--- config.mk ---
export PLATFORM = sky130hd
export DESIGN_NAME = alu_prog_seq_flat
export DESIGN_NICKNAME = d
export VERILOG_FILES = /design/src/rtl/alu_prog_seq_if.sv /design/src/rtl/alu_prog_seq.sv /design/src/flat_wrapper.sv
export SDC_FILE = /design/constraint.sdc
export NUM_CORES = 1
export LEC_CHECK = 0
export ABC_AREA = 1
export CAP_MARGIN = 10
export CORE_MARGIN = 3
export CORE_UTILIZATION = 30
export DETAILED_ROUTE_END_ITERATION = 8
export SLEW_MARGIN = 20
export SYNTH_ARGS = -nofsm -noshare
export SYNTH_HDL_FRONTEND = slang
export SYNTH_SLANG_ARGS = --single-unit
--- constraint.sdc ---
create_clock -name clk -period 1.6 [get_ports clk]
set_input_delay 0.16 -clock clk [delete_from_list [all_inputs] [get_ports clk]]
set_output_delay 0.16 -clock clk [all_outputs]
set_load 0.05 [all_outputs]
--- src/rtl/alu_prog_seq_if.sv ---
// Bus bundle between the ALU program sequencer and its environment
// (program ROM, operand RAMs A/B, result RAM C, ALU opcode, run handshake).
//
// Signals (master = sequencer side):
//   start      in   run request
//   busy       out  run in progress
//   done       out  one-cycle end-of-program pulse
//   err        out  sticky bad jump/loop target flag
//   rom_addr   out  program counter
//   rom_rd     out  ROM read enable
//   rom_data   in   ROM word, valid one cycle after rom_rd
//   mem_a_rd   out  operand A read enable
//   mem_a_addr out  operand A address
//   mem_b_rd   out  operand B read enable
//   mem_b_addr out  operand B address
//   mem_c_wr   out  result write enable
//   mem_c_addr out  result address
//   ops        out  ALU operation code
//   exec_cnt   out  EXEC instructions completed in the current run
interface alu_prog_seq_if #(
  parameter int INSTR_W = 32,
  parameter int OP_W    = 8,
  parameter int ADDR_W  = 5,
  parameter int PC_W    = 5,
  parameter int CNT_W   = 16
);

  logic               start;
  logic               busy;
  logic               done;
  logic               err;
  logic [PC_W-1:0]    rom_addr;
  logic               rom_rd;
  logic [INSTR_W-1:0] rom_data;
  logic               mem_a_rd;
  logic [ADDR_W-1:0]  mem_a_addr;
  logic               mem_b_rd;
  logic [ADDR_W-1:0]  mem_b_addr;
  logic               mem_c_wr;
  logic [ADDR_W-1:0]  mem_c_addr;
  logic [OP_W-1:0]    ops;
  logic [CNT_W-1:0]   exec_cnt;

  modport master (
    input  start, rom_data,
    output busy, done, err, rom_addr, rom_rd,
           mem_a_rd, mem_a_addr, mem_b_rd, mem_b_addr,
           mem_c_wr, mem_c_addr, ops, exec_cnt
  );

  modport slave (
    output start, rom_data,
    input  busy, done, err, rom_addr, rom_rd,
           mem_a_rd, mem_a_addr, mem_b_rd, mem_b_addr,
           mem_c_wr, mem_c_addr, ops, exec_cnt
  );

endinterface

--- src/rtl/alu_prog_seq.sv ---
// Program sequencer for the ALU datapath. Fetches instruction words from
// the program ROM, issues operand reads to RAM A/B, drives the ALU opcode
// for ALU_LAT+1 cycles and then strobes the result write into RAM C.
// Supports HALT, JUMP and a single-level LOOP (body runs N+1 times), a
// sticky error flag for out-of-range targets and an EXEC counter.
//
// Ports:
//   clk  clock
//   rst  asynchronous active-low reset
//   bus  alu_prog_seq_if master modport (handshake, ROM, RAM A/B/C, ops)
//
// Instruction word: op = [OP_W-1:0], then srcA, srcB, dst (ADDR_W each),
// kind = [INSTR_W-1:INSTR_W-2] (00 EXEC, 01 HALT, 10 JUMP, 11 LOOP).
// Interface parameters must match the module parameters.
module alu_prog_seq #(
  parameter int INSTR_W  = 32,
  parameter int OP_W     = 8,
  parameter int ADDR_W   = 5,
  parameter int PC_W     = 5,
  parameter int PROG_LEN = 32,
  parameter int ALU_LAT  = 0,
  parameter int CNT_W    = 16
) (
  input logic            clk,
  input logic            rst,
  alu_prog_seq_if.master bus
);

  typedef enum logic [2:0] {
    S_IDLE,
    S_FETCH,
    S_DECODE,
    S_READ,
    S_EXEC,
    S_WRITE,
    S_DONE
  } state_t;

  typedef enum logic [1:0] {
    K_EXEC = 2'b00,
    K_HALT = 2'b01,
    K_JUMP = 2'b10,
    K_LOOP = 2'b11
  } kind_t;

  localparam int            FIELD_TOP = OP_W + 3 * ADDR_W;
  localparam logic [2:0]    LAT_LAST  = 3'(ALU_LAT);
  localparam logic [PC_W:0] LEN_C     = (PC_W + 1)'(PROG_LEN);
  localparam logic [PC_W-1:0] PC_LAST = PC_W'(PROG_LEN - 1);

  state_t              state_q, state_d;
  logic [PC_W-1:0]     pc_q, pc_d;
  logic [OP_W-1:0]     op_q, op_d;
  logic [ADDR_W-1:0]   srca_q, srca_d;
  logic [ADDR_W-1:0]   srcb_q, srcb_d;
  logic [ADDR_W-1:0]   dst_q, dst_d;
  logic [2:0]          lat_q, lat_d;
  logic                loop_active_q, loop_active_d;
  logic [ADDR_W-1:0]   loop_cnt_q, loop_cnt_d;
  logic [CNT_W-1:0]    exec_cnt_q, exec_cnt_d;
  logic                err_q, err_d;

  // Instruction fields straight off the ROM output, used in DECODE.
  logic [OP_W-1:0]     f_op;
  logic [ADDR_W-1:0]   f_srca;
  logic [ADDR_W-1:0]   f_srcb;
  logic [ADDR_W-1:0]   f_dst;
  kind_t               f_kind;
  logic [PC_W-1:0]     f_target;
  logic                target_bad;
  logic                pc_last;
  logic                jump_req;
  logic                fall_req;

  assign f_op       = bus.rom_data[OP_W-1:0];
  assign f_srca     = bus.rom_data[OP_W +: ADDR_W];
  assign f_srcb     = bus.rom_data[OP_W + ADDR_W +: ADDR_W];
  assign f_dst      = bus.rom_data[OP_W + 2 * ADDR_W +: ADDR_W];
  assign f_kind     = kind_t'(bus.rom_data[INSTR_W-1 -: 2]);
  assign f_target   = f_dst[PC_W-1:0];
  assign target_bad = {1'b0, f_target} >= LEN_C;
  assign pc_last    = (pc_q == PC_LAST);

  generate
    if (INSTR_W - 2 > FIELD_TOP) begin : g_spare
      logic unused_spare_bits;
      assign unused_spare_bits = ^bus.rom_data[INSTR_W-3:FIELD_TOP];
    end
  endgenerate

  always_ff @(posedge clk or negedge rst) begin
    if (!rst) begin
      state_q       <= S_IDLE;
      pc_q          <= '0;
      op_q          <= '0;
      srca_q        <= '0;
      srcb_q        <= '0;
      dst_q         <= '0;
      lat_q         <= '0;
      loop_active_q <= 1'b0;
      loop_cnt_q    <= '0;
      exec_cnt_q    <= '0;
      err_q         <= 1'b0;
    end else begin
      state_q       <= state_d;
      pc_q          <= pc_d;
      op_q          <= op_d;
      srca_q        <= srca_d;
      srcb_q        <= srcb_d;
      dst_q         <= dst_d;
      lat_q         <= lat_d;
      loop_active_q <= loop_active_d;
      loop_cnt_q    <= loop_cnt_d;
      exec_cnt_q    <= exec_cnt_d;
      err_q         <= err_d;
    end
  end

  always_comb begin
    state_d       = state_q;
    pc_d          = pc_q;
    op_d          = op_q;
    srca_d        = srca_q;
    srcb_d        = srcb_q;
    dst_d         = dst_q;
    lat_d         = lat_q;
    loop_active_d = loop_active_q;
    loop_cnt_d    = loop_cnt_q;
    exec_cnt_d    = exec_cnt_q;
    err_d         = err_q;
    jump_req      = 1'b0;
    fall_req      = 1'b0;

    bus.busy       = (state_q != S_IDLE) && (state_q != S_DONE);
    bus.done       = 1'b0;
    bus.rom_rd     = 1'b0;
    bus.rom_addr   = (state_q == S_IDLE) ? '0 : pc_q;
    bus.mem_a_rd   = 1'b0;
    bus.mem_a_addr = '0;
    bus.mem_b_rd   = 1'b0;
    bus.mem_b_addr = '0;
    bus.mem_c_wr   = 1'b0;
    bus.mem_c_addr = '0;
    bus.ops        = '0;

    case (state_q)
      S_IDLE: begin
        if (bus.start) begin
          pc_d          = '0;
          exec_cnt_d    = '0;
          err_d         = 1'b0;
          loop_active_d = 1'b0;
          state_d       = S_FETCH;
        end
      end

      S_FETCH: begin
        bus.rom_rd = 1'b1;
        state_d    = S_DECODE;
      end

      S_DECODE: begin
        op_d   = f_op;
        srca_d = f_srca;
        srcb_d = f_srcb;
        dst_d  = f_dst;
        case (f_kind)
          K_EXEC: state_d = S_READ;
          K_HALT: state_d = S_DONE;
          K_JUMP: jump_req = 1'b1;
          K_LOOP: begin
            // srcB carries the repeat count N; the first pass arms the
            // counter, later passes count it down to the exit pass.
            if (!loop_active_q) begin
              if (f_srcb == '0) begin
                fall_req = 1'b1;
              end else begin
                loop_cnt_d    = f_srcb;
                loop_active_d = 1'b1;
                jump_req      = 1'b1;
              end
            end else if (loop_cnt_q == ADDR_W'(1)) begin
              loop_active_d = 1'b0;
              fall_req      = 1'b1;
            end else begin
              loop_cnt_d = loop_cnt_q - ADDR_W'(1);
              jump_req   = 1'b1;
            end
          end
          default: state_d = S_DONE;
        endcase

        if (jump_req) begin
          if (target_bad) begin
            err_d   = 1'b1;
            state_d = S_DONE;
          end else begin
            pc_d    = f_target;
            state_d = S_FETCH;
          end
        end else if (fall_req) begin
          if (pc_last) begin
            state_d = S_DONE;
          end else begin
            pc_d    = pc_q + PC_W'(1);
            state_d = S_FETCH;
          end
        end
      end

      S_READ: begin
        bus.mem_a_rd   = 1'b1;
        bus.mem_b_rd   = 1'b1;
        bus.mem_a_addr = srca_q;
        bus.mem_b_addr = srcb_q;
        lat_d          = '0;
        state_d        = S_EXEC;
      end

      S_EXEC: begin
        bus.ops = op_q;
        if (lat_q == LAT_LAST) begin
          state_d = S_WRITE;
        end else begin
          lat_d = lat_q + 3'd1;
        end
      end

      S_WRITE: begin
        bus.ops        = op_q;
        bus.mem_c_wr   = 1'b1;
        bus.mem_c_addr = dst_q;
        exec_cnt_d     = exec_cnt_q + CNT_W'(1);
        if (pc_last) begin
          state_d = S_DONE;
        end else begin
          pc_d    = pc_q + PC_W'(1);
          state_d = S_FETCH;
        end
      end

      S_DONE: begin
        bus.done = 1'b1;
        state_d  = S_IDLE;
      end

      default: state_d = S_IDLE;
    endcase
  end

  assign bus.err      = err_q;
  assign bus.exec_cnt = exec_cnt_q;

endmodule

--- src/flat_wrapper.sv ---
// flat-port wrapper written by rule: the top's interface ports become plain ports
module alu_prog_seq_flat 
#(
  parameter int INSTR_W  = 32,
  parameter int OP_W     = 8,
  parameter int ADDR_W   = 5,
  parameter int PC_W     = 5,
  parameter int PROG_LEN = 32,
  parameter int ALU_LAT  = 0,
  parameter int CNT_W    = 16
)
  (clk, rst, bus_start, bus_rom_data, bus_busy, bus_done, bus_err, bus_rom_addr, bus_rom_rd, bus_mem_a_rd, bus_mem_a_addr, bus_mem_b_rd, bus_mem_b_addr, bus_mem_c_wr, bus_mem_c_addr, bus_ops, bus_exec_cnt);
  alu_prog_seq_if #(.INSTR_W(INSTR_W), .OP_W(OP_W), .ADDR_W(ADDR_W), .PC_W(PC_W), .CNT_W(CNT_W)) bus_i ();
  input logic clk;
  input logic rst;
  input wire logic [$bits(bus_i.start)-1:0] bus_start;
  input wire logic [$bits(bus_i.rom_data)-1:0] bus_rom_data;
  output wire logic [$bits(bus_i.busy)-1:0] bus_busy;
  output wire logic [$bits(bus_i.done)-1:0] bus_done;
  output wire logic [$bits(bus_i.err)-1:0] bus_err;
  output wire logic [$bits(bus_i.rom_addr)-1:0] bus_rom_addr;
  output wire logic [$bits(bus_i.rom_rd)-1:0] bus_rom_rd;
  output wire logic [$bits(bus_i.mem_a_rd)-1:0] bus_mem_a_rd;
  output wire logic [$bits(bus_i.mem_a_addr)-1:0] bus_mem_a_addr;
  output wire logic [$bits(bus_i.mem_b_rd)-1:0] bus_mem_b_rd;
  output wire logic [$bits(bus_i.mem_b_addr)-1:0] bus_mem_b_addr;
  output wire logic [$bits(bus_i.mem_c_wr)-1:0] bus_mem_c_wr;
  output wire logic [$bits(bus_i.mem_c_addr)-1:0] bus_mem_c_addr;
  output wire logic [$bits(bus_i.ops)-1:0] bus_ops;
  output wire logic [$bits(bus_i.exec_cnt)-1:0] bus_exec_cnt;
  assign bus_i.start = bus_start;
  assign bus_i.rom_data = bus_rom_data;
  assign bus_busy = bus_i.busy;
  assign bus_done = bus_i.done;
  assign bus_err = bus_i.err;
  assign bus_rom_addr = bus_i.rom_addr;
  assign bus_rom_rd = bus_i.rom_rd;
  assign bus_mem_a_rd = bus_i.mem_a_rd;
  assign bus_mem_a_addr = bus_i.mem_a_addr;
  assign bus_mem_b_rd = bus_i.mem_b_rd;
  assign bus_mem_b_addr = bus_i.mem_b_addr;
  assign bus_mem_c_wr = bus_i.mem_c_wr;
  assign bus_mem_c_addr = bus_i.mem_c_addr;
  assign bus_ops = bus_i.ops;
  assign bus_exec_cnt = bus_i.exec_cnt;
  alu_prog_seq #(.INSTR_W(INSTR_W), .OP_W(OP_W), .ADDR_W(ADDR_W), .PC_W(PC_W), .PROG_LEN(PROG_LEN), .ALU_LAT(ALU_LAT), .CNT_W(CNT_W)) u_core (.clk(clk), .rst(rst), .bus(bus_i));
endmodule
Word-level counts from Yosys, hierarchy flattened
Cells that the tools add are included.
- output and inout bits: 51
- bits in registers: 56
- input bits: 35
- word-level logic and storage cells: 92
- reduce and logical (&&, ||, !) cells: 17
- muxes and demuxes: 41
- eq/ne operators: 20
- $add $sub $neg: 4
- operators with widths (operator ; count):
    $mux 5 ; 11
    $pmux 16 s2 ; 1
    $mux 3 ; 6
    $pmux 3 s6 ; 1
    $add 16x1->16 const B ; 1
    $mux 16 ; 1
    $mux 1 ; 15
    $pmux 5 s3 ; 1
    $pmux 3 s2 ; 2
    $eq 3x3->1 const B ; 3
    $reduce_and 3->1 ; 3
    $mux 8 ; 1
    $ne 2x2->1 const B ; 4
    $eq 3x2->1 const B ; 2
    $logic_not 3->1 ; 2
    $reduce_bool 2->1 ; 3
    $reduce_bool 3->1 ; 2
    $add 5x1->5 const B ; 1
    $eq 5x1->1 const B ; 1
    $eq 5x5->1 const B ; 1
    $logic_not 5->1 ; 1
    $ne 5x3->1 const B ; 1
    $sub 5x1->5 const B ; 1
    $eq 2x2->1 const B ; 2
    other kinds (12) ; 15

Depth between registers and ports, before layout
Gate-level depths: netlist of run 1.
- depth in word-level cells: 8
- mapped depth: 10
- depth with buffers taken out: 9

Worst setup path before layout of run 1
Ideal clock, no wire load.
- path type: reg-to-output
- start point: register u_core.state_q[1]
- end point: output bus_busy
- arrival time: 2.212 ns
- buffers on the path: 0
- data required time: 1.440 ns
- setup slack: -0.772 ns
- cell stages (with the launch flop): 4
- cell sequence: dfrtp_1 > inv_2 > nor3_1 > nor2_1
- word-level cells in the longest chain between the ends: 2
- elaborated cells on any way between the ends: 3
- those cells by class: eq/ne: 1; reduce/logical: 2
- ends and longest elaborated chain (element ; line ; source):
    from (decl) ; alu_prog_seq.sv:51 ; state_t state_q, state_d;
    from (signal assigned) ; alu_prog_seq.sv:105 ; state_q <= state_d;
    $ne 3x3->1 / $reduce_bool 3->1 (equally long branches) ; alu_prog_seq.sv:134 ; bus.busy = (state_q != S_IDLE) && (state_q != S_DONE);
    $logic_and 1x1->1 (*) ; alu_prog_seq.sv:134 ;
    to (decl) ; flat_wrapper.sv:18 ; output wire logic [$bits(bus_i.busy)-1:0] bus_busy;
Mark *: on every way between the ends. The rest lies on a longest branch, timed or not.

Final worst setup path of run 1
- start point: register u_core.state_q[2]
- end point: output bus_mem_c_addr[2]
- word-level cells in the longest chain between the ends: 2
- ends and longest elaborated chain (element ; line ; source):
    $eq 3x3->1 ; alu_prog_seq.sv:146 ; case (state_q)
    $mux 5 ; alu_prog_seq.sv:146 ;
    to (decl) ; flat_wrapper.sv:28 ; output wire logic [$bits(bus_i.mem_c_addr)-1:0] bus_mem_c_addr;
No other way between the ends.

==> impl_results.md, run 1 <==
- Outcome: finished, violations left
- Failing checks: negative setup slack
- Routed wire length: around 8600 µm
- Setup violators final: 17
- Die boundary width: 109 µm
- Most frequent cells in the layout: nand2_1 (90), inv_1 (64), dfrtp_1 (49)
- Distinct cells, synth: 35
- Worst setup margin: -0.0569 ns
- Clk buf depth: 2
- Register bit total from synthesis: 56
- Worst Path Max Fanout: 6
- WL/cell: 12.9 µm
- Post-placement cell count: 642
- Mapped Cells: about 430
- H-tree depth: 2
- All-Layer GR Usage: 14.6%
- Required time of the critical path: 1.44 ns
- Max stage delay on crit path: 0.48 ns
- Post-DP HPWL: 6210 µm
- Pleak: 2.31 nW
- Maxcap violations: 0
- Share of layout cells above drive strength 1: 30.4%
- Post-synthesis sequential area ratio: a little over two fifths
- Crit. End Element: output port
- Compound-Gate Fraction of Synth Area: between 10% and 20%
- Syn Nets: 467
- Post-Synth Simple-Gate Area: between 20 and 30%
- Hold/Removal Path Class: input port to asynchronous set/reset pin
- Gp weighted congestion: between 0.8 and 0.9
- Worst path arrival time: 1.50 ns
- Skew-Pair Late Insertion Delay: 0.31 ns
- Detail Route Antenna Nets: 0
- Via count of the routed design: 3088
- Via density: 4.66
- Shortest period the worst path allows: 1.66 ns
- R2R Setup Slk: 0.08 ns
- Clk pin slew, worst setup/hold paths: 0.10 ns
- IO Pins: between 80 and 90
- Netlist Area Pre-Place: 3190 µm²
- Initial antenna violation count: 0
- Worst-path cell chain: buf_4 > nand3_4 > buf_12 > nor2_4 > buf_12
- First-pass iteration count of the detailed router: 4
- CTS sink count: 56
- Nets@finish: 567
- Largest family of logic cells by synthesized area: simple AND/OR/NAND/NOR gates
- Avg Inst Size Synth: 7.49 µm²
- Layout Utilization: 48.8%
- Slowest CP cell: dfrtp_2
- Rows: 37
- Max Transition Viols Final: 0
- N_diodes: 0
- PD cells: ~1600 nW/µm²
- Period utilization: 104%
- Iteration-0 DRC Markers: 213
- Setup CP Type: flip-flop to output port
- Yosys warns: 0
- Unrepaired setup endpoints after global routing: true
- Worst setup SP type: flip-flop
- Buffers on Ports: 77
- Maximum VDD drop: 0.000856 V
- First-pass GRT wire length: 14000 µm
- Final Hold Viols: 0
- Initial Util: 30.9%
- Max Freq: 604 MHz
- Core Region: 10300 µm²
- Total grt overflow: 0
- Post-Synth Adder-Cell Area: 2.35%
- Die Span Y: about 110 µm
- Die area: 11900 µm²
- CTS tree: done
- TritonCTS buffer count: 5
- Setup_tns: -0.658 ns
- Crit path top cell by count: buf_12
- Mux contribution to synthesized area: 0%
- Layout area overhead: 57.9%
- Non-filler cells, final: 663
- Clock root buffer: clkbuf_8
- Vias in the first global route: 2897
- Clk_skew: 0.00353 ns
- Post-synthesis xor/xnor area fraction: roughly 1.9%
- Commonest non-fill, non-tap cell in the layout: nand2_1
- Largest net degree at the start of global routing: 57
- DR DRC count: 0
-- timing repair --
action	CTS	global route
setup endpoints to repair	31	43
hold buffers	1	0
setup buffers	6	6
hold endpoints to repair	56	0
pin swaps	2	7
resized for setup	31	33
-- power breakdown --
group / switching [mW] / total, mW / internal, mW
Combinational: 3.03 / 5.09 / 2.06
Clock: 0.466 / 0.814 / 0.347
Sequential: 0.326 / 2.23 / 1.91
Total: 3.82 / 8.14 / 4.32
-- area by class of cell --
type,count,area (µm²)
clock buffers,6,82.6
clock inverters,2,10.0
fillers,956,5290
inverters,75,299
multi-input cells,284,1720
flip-flops and latches,56,1410
well taps,136,170
repair buffers,104,1340
-- kinds of logic (layout without fill, tap and decap cells) --
group	count (synthesis)	count (layout)
xor gates and xnor gates	7	7
AOI/OAI and AO/OA	68	68
and+or+nand+nor	202	202
other	1	1
buffers and inverters	86	187
DFF	56	56
adders and majority gates	6	6
-- per-layer routing --
layer | vias to the layer above | share of wire, % | track usage (%)
li1 | 1549 | - | -
met4 | 0 | 1.2 | 3.88
met3 | 8 | 5.3 | 2.13
met2 | 85 | 47 | 23.2
met5 | - | 0 | 0
met1 | 1446 | 46 | 20.7
-- critical path: cells and delay by family, from the launching register on --
family	cells	cell delay, ns
simple gates	2	0.23
flops	1	0.48
buf+inv	3	0.47
-- sequential cells by signal (all words and copies together), names as in the netlist --
signal                flops
u_core.loop_cnt_q         5
u_core.pc_q               5
u_core.lat_q              3
u_core.state_q            3
u_core.loop_active_q      1
u_core.srca_q             5
u_core.srcb_q             5
u_core.dst_q              5
u_core.bus.exec_cnt      16
u_core.op_q               8
-- path summary, 6_finish.rpt --
check	start	to	depth (start not counted)
worst max-delay path	u_core.state_q[2]	bus_mem_c_addr[2]	5
worst min-delay path	rst	u_core.bus.exec_cnt[6]	3
worst max register to register	u_core.state_q[2]	u_core.bus.exec_cnt[13]	9
worst min register to register	u_core.srcb_q[4]	u_core.srcb_q[4]	2
max in group asynchronous	rst	u_core.loop_active_q	3
min in group clk	bus_rom_data[10]	u_core.srca_q[2]	3
-- synthesized netlist by cell type (all sizes together) --
cell type,instances,area [µm²]
a21oi,12,60.1
a22o,1,8.76
a22oi,2,15.0
buf,8,57.6
clkbuf,3,12.5
conb,1,3.75
dfrtp,56,1400
ha,6,75.1
inv,75,282
nand2,93,362
nand3,38,223
nand3b,2,27.5
nand4,5,31.3
nor2,57,244
nor3,6,41.3
o211ai,1,7.51
o21ai,46,230
o21bai,1,7.51
o22ai,4,25.0
o31ai,1,7.51
or2,1,6.26
xnor2,2,17.5
xor2,5,43.8
-- per-stage QoR --
step	instance area, µm²	setup WS [ns]	hold WS, ns	total power, mW
after floorplan	3320	-0.220	-0.136	5.04
after global placement	4600	0.0499	0.187	6.66
after detailed placement	4600	0.0204	0.188	6.77
after CTS	4860	-0.0685	0.379	7.92
after global routing	5040	-0.129	0.379	8.71
final	5040	-0.0569	0.365	8.14
Power figures use the tool's default switching activity.
==> run 2, diff against run 1 <==
- SLEW_MARGIN: 20 -> not set
- clock period: 1.6 -> 2.2 ns (I/O delays scaled with it)
==> run 2 against run 1 <==
- the run now ends clean
- global-route usage shrank 1.3 points
- wire length is 8.5% lower
- clock power is 3.8% lower
- non-clock buffer count is 24 lower
- highest routed layer unchanged
- critical path type unchanged
==> impl_results.md, run 2 (synthesis gave the netlist of run 1 again) <==
- Post-DP HPWL: 5830 µm (-6.2%)
- R2r startpoint: u_core.state_q[1]
- Layout area overhead: 33.7%
- Number of flip-flops in the largest register: 16 (unchanged)
- WL/cell: 12.3 µm (-4.9%)
- Maxcap violations: 0 (unchanged)
- Die Span Y: 109 µm (unchanged)
- Via density: 4.54 (-2.5%)
- Pleak: 2.07 nW (-10%)
- TritonCTS buffer count: 5 (unchanged)
- Shortest period the worst path allows: 2.03 ns
- Max Transition Viols Final: 0 (unchanged)
- Detail Route Antenna Nets: 0 (unchanged)
- CTS tree: done
- Initial Util: 30.9% (unchanged)
- H-tree depth: 2 (unchanged)
- Buffers on Ports: 77 (unchanged)
- Gp weighted congestion: 0.857 (+0.59%)
- Final Hold Viols: 0 (unchanged)
- CTS sink count: 56 (unchanged)
- Clk_skew: 0.00538 ns (+0.00185 ns)
- Worst Path Max Fanout: 12 (+6)
- Crit. End Element: output port
- All-Layer GR Usage: 13.3% (-1.3 points)
- Via count of the routed design: 2896 (-6.2%)
- Postcts setup bufs: 0 (-6)
- Iteration-0 DRC Markers: 158 (-26%)
- First-pass iteration count of the detailed router: 4 (unchanged)
- Die boundary width: 109 µm (unchanged)
- Maximum VDD drop: 0.000525 V (-39%)
- Worst R2R End: u_core.bus.exec_cnt[4]
- Cell Area, Placed: 4140 µm² (-10%)
- Worst setup SP type: flip-flop
- Core Region: 10300 µm² (unchanged)
- Cts hold-fix bufs: 0 (-1)
- FF-to-FF path depth: 7 (-2)
- DR DRC count: 0 (unchanged)
- N_diodes: 0 (unchanged)
- Setup violators final: 0 (-17)
- Required time of the critical path: 1.98 ns (+0.54 ns)
- PD cells: 1180 nW/µm² (-27%)
- Most frequent cells in the layout: nand2_1 (90), inv_1 (68), dfrtp_1 (55)
- R2R Setup Slk: 0.45 ns (+0.37 ns)
- Max Freq: just under 500 MHz
- Clock root buffer: clkbuf_8
- Layout Utilization: 41.3% (-7.5 points)
- Commonest non-fill, non-tap cell in the layout: nand2_1
- Rows: 37 (unchanged)
- Period utilization: roughly 90%
- Die area: 11900 µm² (unchanged)
- Nets@finish: 543 (-4.2%)
- Clk buf depth: 2 (unchanged)
- Outcome: completed
- IO Pins: 86 (unchanged)
- Relative slew slack: 51.8%
- Initial antenna violation count: 0 (unchanged)
- Worst Max-Slew Pin Slew: 0.724 ns
- Largest net degree at the start of global routing: 57 (unchanged)
- Setup CP Type: flip-flop to output port
- First-pass GRT wire length: 12800 µm (-8.9%)
- Design area: 4270 µm² (-15%)
- Routed wire length: 7840 µm (-8.5%)
- Skew-Pair Late Insertion Delay: 0.30 ns (about the same)
- Share of layout cells above drive strength 1: 14.1% (-16 points)
- Vias in the first global route: 2658 (-8.2%)
- Hold/Removal Path Class: input port to asynchronous set/reset pin
- Clk pin slew, worst setup/hold paths: 0.10 ns (about the same)
- Worst path arrival time: 1.81 ns (+0.31 ns)
- Unrepaired setup endpoints after global routing: false
- Total grt overflow: 0 (unchanged)
run 2: cell types whose count changed in the layout (fill, tap and decap cells not counted), moves of 3 or more:
| cell | change |
|---|---|
| buf_12 | -28 |
| buf_4 | -9 |
| clkdlybuf4s50_1 | +16 |
| dfrtp_1 | +6 |
| dfrtp_2 | -6 |
| inv_1 | +4 |
| inv_4 | -3 |
| nand3_1 | +3 |
| nor2_1 | +33 |
| nor2_2 | -6 |
| nor2_4 | -27 |
run 2: worst max path at each step:
stage	startpoint	cells past startpoint	to	slack (ns)
global placement	u_core.state_q[0]	5	bus_mem_b_addr[3]	0.39
global route	u_core.state_q[0]	5	bus_mem_b_addr[3]	0.005
finish	u_core.state_q[2]	4	bus_mem_b_addr[3]	0.17
floorplan	u_core.state_q[0]	5	bus_mem_a_addr[0]	-0.13
detailed placement	u_core.state_q[0]	5	bus_mem_b_addr[3]	0.37
CTS	u_core.state_q[0]	5	bus_mem_b_addr[3]	0.006
run 2: area by class of cell:
cell class,instances,area (µm²)
clock buffers,5,68.8
clock inverters,2,60.1
fillers,1045,6060
inverters,75,282
multi-input cells,284,1440
flip-flops and latches,56,1400
well taps,136,170
repair buffers,80,841
run 2: through the flow:
| step | setup WS [ns] | std cells | setup TNS (ns) | hold WS, ns | power (mW) |
|---|---|---|---|---|---|
| 3_3_place_gp | 0.387 | 631 | 0 | 0.419 | 4.26 |
| 2_1_floorplan | -0.130 | 426 | -1.30 | -0.0756 | 3.51 |
| 4_1_cts | 0.00616 | 638 | 0 | 0.0786 | 5.10 |
| 5_1_grt | 0.00501 | 638 | 0 | 0.112 | 5.44 |
| 6_report | 0.167 | 638 | 0 | 0.0367 | 5.04 |
| 3_5_place_dp | 0.367 | 631 | 0 | 0.419 | 4.30 |
run 2: repair_timing:
action / CTS / global route
hold endpoints to repair: 0 / 0
gates resized for setup: 0 / 1
setup endpoints to repair: 0 / 10
run 2: worst max-delay path, cell delays in order (launching register included):
cell     delay, ns
dfrtp_1       0.52
nor3_4        0.31
inv_1         0.25
nor2_1        0.26
buf_12        0.17
run 2: where the power goes:
part,internal (mW),total [mW],switching (mW)
Clock,0.449,0.783,0.335
Combinational,0.866,2.64,1.78
Sequential,1.38,1.61,0.231
run 2: metal layers:
| layer | part of all wire (%) | vias to the layer above | track usage, % |
|---|---|---|---|
| li1 | - | 1495 | - |
| met1 | 48 | 1319 | 19.0 |
| met2 | 46 | 78 | 20.9 |
| met3 | 5.8 | 4 | 2.55 |
| met4 | 0.68 | 0 | 2.80 |
| met5 | 0 | - | 0 |
==> run 3, diff against run 2 <==
- CTS_CLUSTER_SIZE: not set -> 30
==> results of run 3 <==
No change in the layout: final DEF, timing and power equal those of run 2.
==> edit, RTL diff (settings of run 1) <==
`OP_W` is set to 8 in 3 places; all go to 6.
--- a/src/rtl/alu_prog_seq_if.sv
+++ b/src/rtl/alu_prog_seq_if.sv
@@ -20,5 +20,5 @@
 interface alu_prog_seq_if #(
   parameter int INSTR_W = 32,
-  parameter int OP_W    = 8,
+  parameter int OP_W    = 6,
   parameter int ADDR_W  = 5,
   parameter int PC_W    = 5,
--- a/src/rtl/alu_prog_seq.sv
+++ b/src/rtl/alu_prog_seq.sv
@@ -15,5 +15,5 @@
 module alu_prog_seq #(
   parameter int INSTR_W  = 32,
-  parameter int OP_W     = 8,
+  parameter int OP_W     = 6,
   parameter int ADDR_W   = 5,
   parameter int PC_W     = 5,
--- a/src/flat_wrapper.sv
+++ b/src/flat_wrapper.sv
@@ -3,5 +3,5 @@
 #(
   parameter int INSTR_W  = 32,
-  parameter int OP_W     = 8,
+  parameter int OP_W     = 6,
   parameter int ADDR_W   = 5,
   parameter int PC_W     = 5,
Ports: changed (resized bus_ops); port bits go from 86 to 84. The function was not compared with the original's and may differ.
==> edit against run 1 <==
The run still ends with setup timing left. Final area rose by 1.4%. Count of clock-buffer cells in the layout unchanged. Sequential power decreased by 6%. Final cell count up 1.5%. Area after synthesis fell by 4.6%. Setup slack got worse by 0.086 ns. Sequential cell count down 2. Wire length increased by 2.1%. Sequential share of layout area is 1.4 points lower. Power increased by 5.5%. Core utilization up 3.2 points. Critical endpoint is now bus_ops[5].
==> edit: results (changes against run 1) <==
outcome=complete, but fails checks; failing checks=setup timing; Synth Area in XOR/XNOR=0.863% (-1.1 points); Final Setup Violations=31 (+14); IO buf count=73 (-5.2%); GR Layer Usage met2=27.2% (+4.1 points); via/cell ratio=4.58 (-1.7%); area share of fa/ha/maj cells after synthesis=2.47% (+0.11 points); power density cells=1680 mW/mm2 (+4.1%); Sw Pwr=3.97 mW (+3.8%); vias in the first global route=3066 (+5.8%); Starting DRT DRC Count=120 (-44%); Placed Cells incl. Taps=637 (-0.78%); WP data arrival=1.58 ns (+0.08 ns); Worst VDD drop=1.15 mV (+34%); metal3 WL=342 um (-25%); Fin Clk Skew=0.00938 ns (+0.00585 ns); CTS Root Cell=clkbuf_8; WL met2=4.54 mm (+12%); Critical Path Slowest Stage Cell=dfrtp_1; DP Area=0.00445 mm2 (-3.2%); post-synthesis compound-gate area fraction=12.1% (+0.75 points); register area=0.00136 mm2 (-3.8%); Seq power=2.09 mW (-6%); setup ws final=-0.143 ns (-0.0858 ns); Total GRT Usage=15.2% (+0.66 points); Comb. pwr=5.66 mW (+11%); Nets=580 (+2.3%); LEAKAGE=2.29 nW (-0.53%); top cells by area, synth=dfrtp_1 44%, nand2_1 9.9%, inv_1 8.0%; first-pass GRT wire length=14.2 mm (+1.3%); Worst path max stage delay=0.41 ns (-0.07 ns); Final TNS setup=-2.50 ns (-1.84 ns); Fill cells=960 (+0.42%); share of layout cells above drive strength 1=34.1% (+3.7 points); non-filler instance count after layout=673 (+1.5%); post-placement setup slack=-0.00966 ns (-0.0301 ns); GP Congestion=0.796 (-6.5%); largest net degree at the start of global routing=55 (-3.5%); Final Routed Wirelength=8.75 mm (+2.1%); Clk pin slew, worst setup/hold paths=0.10 ns (about the same); Commonest cells post-synth=80 x nand2_1, 65 x inv_1, 60 x nor2_1, 54 x dfrtp_1, 46 x nand3_1; Netlist cell types=33 (-5.7%); M1 GR Usage=18.9% (-1.8 points); largest area contributor in the netlist=dfrtp_1
## edit: timing repair
action | 4_1_cts | 5_1_grt
setup endpoints to repair | 33 | 66
hold endpoints to repair | 54 | 0
hold buffers | 1 | 0
resized for setup | 30 | 61
gates cloned | 0 | 1
pin swaps | 3 | 16
setup buffers | 11 | 15
## edit: final timing paths
kind	to	slack, ns	depth (start not counted)
max	bus_ops[5]	-0.14	7
min	u_core.bus.exec_cnt[12]	0.36	3
max reg2reg	u_core.loop_cnt_q[3]	-0.01	8
min reg2reg	u_core.loop_cnt_q[2]	0.52	2
max in group asynchronous	u_core.state_q[1]	0.97	3
min in group clk	u_core.srca_q[1]	0.40	3
## edit: area by class of cell
class                           instances  area share (%)
Inverter                               71            5.64
Timing Repair Buffer                  123            29.1
Timing Repair inverter                  1           0.147
Tap cell                              133            3.26
Clock buffer                            6            1.62
Sequential cell                        54            26.6
Clock inverter                          2           0.245
Multi-Input combinational cell        283            33.4
